$ cat config.mk
export PLATFORM = sky130hd
export DESIGN_NAME = servant_gpio_multi
export DESIGN_NICKNAME = d
export VERILOG_FILES = /design/src/rtl/servant_gpio_pkg.sv /design/src/rtl/servant_gpio_stretch.sv /design/src/rtl/servant_gpio_multi.sv
export SDC_FILE = /design/constraint.sdc
export NUM_CORES = 1
export LEC_CHECK = 0
export CAP_MARGIN = 20
export CORE_MARGIN = 2
export CORE_UTILIZATION = 60
export DETAILED_ROUTE_END_ITERATION = 12
export PLACE_DENSITY = 0.84
export SLEW_MARGIN = 20
export SYNTH_ARGS = -nofsm -noshare
export SYNTH_HDL_FRONTEND = slang
export SYNTH_HIERARCHICAL = 1
export SYNTH_SLANG_ARGS = --single-unit
$ cat constraint.sdc
create_clock -name wb_clk -period 2.99 [get_ports wb_clk]
set_clock_uncertainty 0.05 [all_clocks]
set_input_delay 0.299 -clock wb_clk [delete_from_list [all_inputs] [get_ports wb_clk]]
set_output_delay 0.299 -clock wb_clk [all_outputs]
set_load 0.1 [all_outputs]
$ cat src/rtl/servant_gpio_pkg.sv
// -----------------------------------------------------------------------------
// servant_gpio_pkg
// Shared constants for the multi-channel servant GPIO block.
//   ADR_DATA / ADR_MODE      : register select values on i_wb_adr
//   MODE_DIRECT / MODE_STRETCH : per-channel mode bit encodings
//   MAX_WIDTH                : widest legal channel count (one bus word)
// -----------------------------------------------------------------------------
package servant_gpio_pkg;

  localparam logic ADR_DATA     = 1'b0;
  localparam logic ADR_MODE     = 1'b1;

  localparam logic MODE_DIRECT  = 1'b0;
  localparam logic MODE_STRETCH = 1'b1;

  localparam int   MAX_WIDTH    = 32;

endpackage

$ cat src/rtl/servant_gpio_stretch.sv
// -----------------------------------------------------------------------------
// servant_gpio_stretch
// Per-channel activity stretcher: turns a one-cycle edge strobe into a pulse
// that is 2^STRETCH_W-1 cycles long, long enough to be seen on an LED.
// Ports:
//   clk      in   system clock
//   rst_n    in   synchronous active-low reset
//   en       in   channel is in stretch mode (next-state mode bit)
//   edge_det in   data bit of this channel changed
//   active   out  pulse output, high while the counter is non-zero
// -----------------------------------------------------------------------------
module servant_gpio_stretch #(
  parameter int STRETCH_W = 20
) (
  input  logic clk,
  input  logic rst_n,
  input  logic en,
  input  logic edge_det,
  output logic active
);

  localparam logic [STRETCH_W-1:0] CNT_ONE = STRETCH_W'(1);

  logic [STRETCH_W-1:0] cnt_q;
  logic [STRETCH_W-1:0] cnt_d;

  // Leaving stretch mode clears the counter on the same edge; an edge reloads
  // (retriggers) the full count; otherwise count down and stop at zero.
  always_comb begin
    cnt_d = cnt_q;
    if (!en) begin
      cnt_d = '0;
    end else if (edge_det) begin
      cnt_d = '1;
    end else if (cnt_q != '0) begin
      cnt_d = cnt_q - CNT_ONE;
    end
  end

  always_ff @(posedge clk) begin
    if (!rst_n) begin
      cnt_q <= '0;
    end else begin
      cnt_q <= cnt_d;
    end
  end

  assign active = (cnt_q != '0);

endmodule

$ cat src/rtl/servant_gpio_multi.sv
// -----------------------------------------------------------------------------
// servant_gpio_multi
// Wishbone-slave GPIO output block with WIDTH channels. Each channel either
// drives its DATA bit directly (UART TX, plain LED) or stretches every edge
// of its DATA bit into a visible LED pulse.
// Ports:
//   wb_clk       in   system clock
//   wb_rst_n     in   synchronous active-low reset
//   i_wb_adr     in   register select: 0 = DATA, 1 = MODE
//   i_wb_dat     in   write data (low WIDTH bits used)
//   i_wb_we      in   write enable
//   i_wb_cyc     in   bus cycle request
//   o_wb_rdt     out  read data, zero-extended, held until the next access
//   o_wb_ack     out  single-cycle acknowledge
//   o_gpio       out  channel outputs
//   o_heartbeat  out  heartbeat LED
// Optional feature: define SERVANT_GPIO_HEARTBEAT_EN to build a free-running
// heartbeat counter; otherwise o_heartbeat is tied low.
// -----------------------------------------------------------------------------
module servant_gpio_multi
  import servant_gpio_pkg::*;
#(
  parameter int          WIDTH     = 8,
  parameter int          STRETCH_W = 20,
  parameter logic [31:0] RESET_VAL = 32'h0000_0001,
  parameter int          HB_LOG2   = 24
) (
  input  logic             wb_clk,
  input  logic             wb_rst_n,
  input  logic             i_wb_adr,
  input  logic [31:0]      i_wb_dat,
  input  logic             i_wb_we,
  input  logic             i_wb_cyc,
  output logic [31:0]      o_wb_rdt,
  output logic             o_wb_ack,
  output logic [WIDTH-1:0] o_gpio,
  output logic             o_heartbeat
);

  if (WIDTH < 1 || WIDTH > MAX_WIDTH || HB_LOG2 < 0) begin : g_bad_cfg
    $fatal(1, "servant_gpio_multi: WIDTH must be 1..32 and HB_LOG2 non-negative");
  end

  logic [WIDTH-1:0] data_q, data_d;
  logic [WIDTH-1:0] mode_q, mode_d;
  logic [WIDTH-1:0] prev_data_q, prev_data_d;
  logic             ack_q, ack_d;
  logic [31:0]      rdt_q, rdt_d;
  logic             access;
  logic [WIDTH-1:0] edge_vec;
  logic [WIDTH-1:0] active;

  // An access is accepted on the edge where ack rises; holding cyc high
  // therefore yields an ack every second cycle.
  assign access = i_wb_cyc & ~ack_q;

  always_comb begin
    data_d      = data_q;
    mode_d      = mode_q;
    rdt_d       = rdt_q;
    ack_d       = access;
    prev_data_d = data_q;
    if (access) begin
      rdt_d = '0;
      rdt_d[WIDTH-1:0] = (i_wb_adr == ADR_MODE) ? mode_q : data_q;
      if (i_wb_we) begin
        if (i_wb_adr == ADR_DATA) begin
          data_d = i_wb_dat[WIDTH-1:0];
        end else begin
          mode_d = i_wb_dat[WIDTH-1:0];
        end
      end
    end
  end

  always_ff @(posedge wb_clk) begin
    if (!wb_rst_n) begin
      data_q      <= RESET_VAL[WIDTH-1:0];
      prev_data_q <= RESET_VAL[WIDTH-1:0];
      mode_q      <= '0;
      ack_q       <= 1'b0;
      rdt_q       <= '0;
    end else begin
      data_q      <= data_d;
      prev_data_q <= prev_data_d;
      mode_q      <= mode_d;
      ack_q       <= ack_d;
      rdt_q       <= rdt_d;
    end
  end

  // A rewrite of an unchanged value leaves DATA equal to prev_data: no edge.
  assign edge_vec = data_q ^ prev_data_q;

  // The stretchers see the next-state mode so that clearing a mode bit zeroes
  // the counter on the very edge that writes MODE.
  for (genvar g = 0; g < WIDTH; g++) begin : g_ch
    servant_gpio_stretch #(
      .STRETCH_W (STRETCH_W)
    ) u_stretch (
      .clk      (wb_clk),
      .rst_n    (wb_rst_n),
      .en       (mode_d[g] == MODE_STRETCH),
      .edge_det (edge_vec[g]),
      .active   (active[g])
    );
  end

  always_comb begin
    o_gpio = data_q;
    for (int i = 0; i < WIDTH; i++) begin
      if (mode_q[i] == MODE_STRETCH) begin
        o_gpio[i] = active[i];
      end
    end
  end

  assign o_wb_ack = ack_q;
  assign o_wb_rdt = rdt_q;

`ifdef SERVANT_GPIO_HEARTBEAT_EN
  localparam logic [HB_LOG2:0] HB_ONE = (HB_LOG2 + 1)'(1);

  logic [HB_LOG2:0] hb_q, hb_d;

  always_comb begin
    hb_d = hb_q + HB_ONE;
  end

  always_ff @(posedge wb_clk) begin
    if (!wb_rst_n) begin
      hb_q <= '0;
    end else begin
      hb_q <= hb_d;
    end
  end

  assign o_heartbeat = hb_q[HB_LOG2];
`else
  assign o_heartbeat = 1'b0;
`endif

  // Upper write-data bits are ignored when WIDTH < 32.
  logic unused_dat;
  assign unused_dat = ^i_wb_dat;

endmodule

==> metrics.md <==
| Metric | Value |
|---|---|
| Outcome | complete, no violations |
| Peak supply drop | 0.000407 V |
| Synthesized area per cell | 8.45 sq um |
| DR pass1 iterations | 5 |
| Final setup fails | 0 |
| Post-Syn Area | 0.0111 sq mm |
| Slew Viols, Final | 0 |
| Routed WL | 25,200 um |
| Switch Pwr | 2060 uW |
| Placed Cells | 1,503 |
| # Max-Cap Violations | 0 |
| Pre-CTS setup slack | 0.457 ns |
| Die area | 0.0195 sq mm |
| Worst-Margin Slew | 0.926 ns |
| Cts bufs inserted | 17 |
| Post-CTS setup buffers | 0 |
| First-iteration detailed-routing DRC count | 802 |
| Final worst path period share | 98.1% |
| CTS sink count | 193 |
| Rows | 49 |
| Post-synthesis sequential area ratio | 34.9% |
| Synth unique cells | 43 |
| Hpwl dp | 16,900 um |
| # hold bufs at CTS | 0 |
| Syn. warnings | 6 |
| Power Dens Cells | 536 mW/mm^2 |
| Tot GR Track Use | 25.3% |
| Synth Instances | 1,308 |
| RSZ-0062 raised after global routing | yes |
| Switching Share | 31.7% |
| Initial Utilization | 61.3% |
| Die Ht | 140 um |
| Worst EP arrival | 2.59 ns |
| I/O Buffers | 29 |
| Clock root cell | clkbuf_16 |
| Ant. Diodes | 0 |
| Top_reg_cell synth | dfxtp_1 |
| Worst-path clk slew | 0.07 ns |
| CTS H-tree depth | 4 |
| Clock power share | 36.4% |
| EDFF count, synth | 0 |
| Commonest non-fill, non-tap cell in the layout | dfxtp_1 |
| CP endpoint kind | output port |
| Min Tclk post-route | 2.93 ns |
| HP Class | in -> reg |
| Slew HR | 37.7% |
| Worst hold margin | 0.420 ns |
| Total number of vias | 10.2k |
| RD Place Congestion | 0.846 |
| Initial antenna violation count | 0 |
| Core Footprint | 0.0180 sq mm |
| Finished Layout Cells | 1,535 |
| DRC | 0 |
| CTS tree | yes |
| WL per Instance | 16.4 um |
| Critical path data required time | 2.64 ns |
| First-pass GRT wire length | 42,100 um |
| Hold Vio Cnt, Final | 0 |
| Synth Register Bits | 193 |
| Final ANT Viol Nets | 0 |
| Maximum clock path buffer count | 2 |
| Maximum achievable frequency | 341 MHz |
| P_leak | 0.00420 uW |
| Worst Setup Start Kind | flop |
| Area delta synth->final | 9.69% |
| Largest net degree at the start of global routing | 50 |
| Most frequent cells in the layout | dfxtp_1 (178), a211oi_1 (104), nor2_1 (96) |
| Critical path class | reg -> out |
| Logic pwr share | 22.1% |
| Seq pwr share | 41.5% |
| Leading area contributor after synthesis | dfxtp_1 |
| Top-area cell type share of the netlist area | 34.9% |
| Top post-synthesis cells by area | dfxtp_1 (35%), a211oi_1 (7.1%), o31ai_1 (5.4%), nor4_2 (3.6%), nor2_1 (3.3%) |
| Drt via density | 6.61 |
| Post-synth ARST share | 0% |
| Ratio of cells with drive above 1 in the final layout | 13.6% |
| Setup ws final | 0.0556 ns |
| Die Wd | 140 um |
| Nets | 1,346 |
| Vias in the first global route | 9,032 |
| CP max FO | 5 |
| Core Util, Final | 67.3% |
| Filler cells | 1,454 |
| Internal | 4440 uW |
| Gr ovfl total | 0 |
| IO Count | 79 |
| Clock Latency Late Sink | 0.44 ns |
## cell usage after synthesis (17+ instances only)
| cell | number |
|---|---|
| dfxtp_1 | 193 |
| a211oi_1 | 104 |
| nor2_1 | 96 |
| o31ai_1 | 80 |
| clkbuf_1 | 67 |
| nand2_1 | 63 |
| a31oi_1 | 56 |
| nand3_1 | 48 |
| or4_1 | 48 |
| inv_1 | 40 |
| nor3_1 | 40 |
| o21ai_0 | 39 |
| a21o_1 | 32 |
| and2_1 | 32 |
| nor4_2 | 32 |
| nor4b_1 | 32 |
| buf_4 | 26 |
| a2111oi_0 | 24 |
| nor4_1 | 24 |
| o21ai_1 | 24 |
| nand2b_1 | 17 |
## worst paths after layout
| path | startpoint | to | slack [ns] | depth (start not counted) |
|---|---|---|---|---|
| max | g_ch[0].u_stretch/cnt_q[1] | o_gpio[0] | 0.06 | 7 |
| min reg2reg | g_ch[6].u_stretch/cnt_q[9] | g_ch[6].u_stretch/cnt_q[9] | 0.44 | 2 |
| max reg2reg | g_ch[5].u_stretch/cnt_q[1] | g_ch[5].u_stretch/cnt_q[10] | 0.73 | 6 |
| min | i_wb_dat[2] | data_q[2] | 0.42 | 3 |
## critical path, cell delays in order, from the launching register on
cell     delay, ns
dfxtp_2       0.34
inv_1         0.07
ha_1          0.15
or3b_4        0.40
or4_4         0.44
or2_4         0.28
mux2_4        0.29
buf_12        0.17
## power by group through the flow
stage               Sequential, uW  Combinational, uW  Clock, uW
floorplan                     2780               1080          0
global placement              2750               1380          0
detailed placement            2750               1400          0
CTS                           2690               1410       2400
global route                  2700               1560       2500
finish                        2700               1440       2360
## timing repair
action	4_1_cts	5_1_grt
resized for setup	4	31
setup endpoints to repair	4	8
pin swaps	0	1
hold endpoints to repair	0	0
## metal layers
metal  wire length, um  vias up  track usage, %
met5                 0        -               0
met4               453        0            8.42
met3              1210       35            4.68
met1             11800     4855            34.2
met2             11800      258            40.8
li1                  -     5003               -
## cell families (layout without fill, tap and decap cells)
kind of cell,after synthesis,in the layout,synth area share [%]
and+or+nand+nor,515,515,28.7
other,1,25,0.0339
xor gates and xnor gates,8,8,0.634
buffers and inverters,159,133,6.45
AOI/OAI and AO/OA,391,391,24.9
adders and majority gates,16,16,1.81
muxes,25,25,2.55
DFF,193,193,34.9
## cell type report
type | count | area [sq um] | area share (%)
inverter | 40 | 150 | 1.24
clock inverter | 15 | 184 | 1.52
timing repair buffer | 61 | 588 | 4.85
multi-input combinational | 980 | 6610 | 54.5
tap | 229 | 287 | 2.36
clock buffer | 17 | 425 | 3.51
sequential | 193 | 3880 | 32.0
## flip-flops by register name (all words and copies together) (netlist names)
signal,cells
data_q,8
g_ch.u_stretch/cnt_q,160
mode_q,8
o_wb_ack,1
o_wb_rdt,8
prev_data_q,8
## through the flow
| stage | power [uW] | cell area, sq um | setup TNS, ns |
|---|---|---|---|
| floorplan | 3860 | 11100 | 0 |
| global placement | 4120 | 11500 | 0 |
| detailed placement | 4150 | 11500 | 0 |
| CTS | 6510 | 12100 | 0 |
| global route | 6770 | 12100 | -0.0132 |
| finish | 6500 | 12100 | 0 |
No activity file was read; power rests on OpenSTA's default activity.
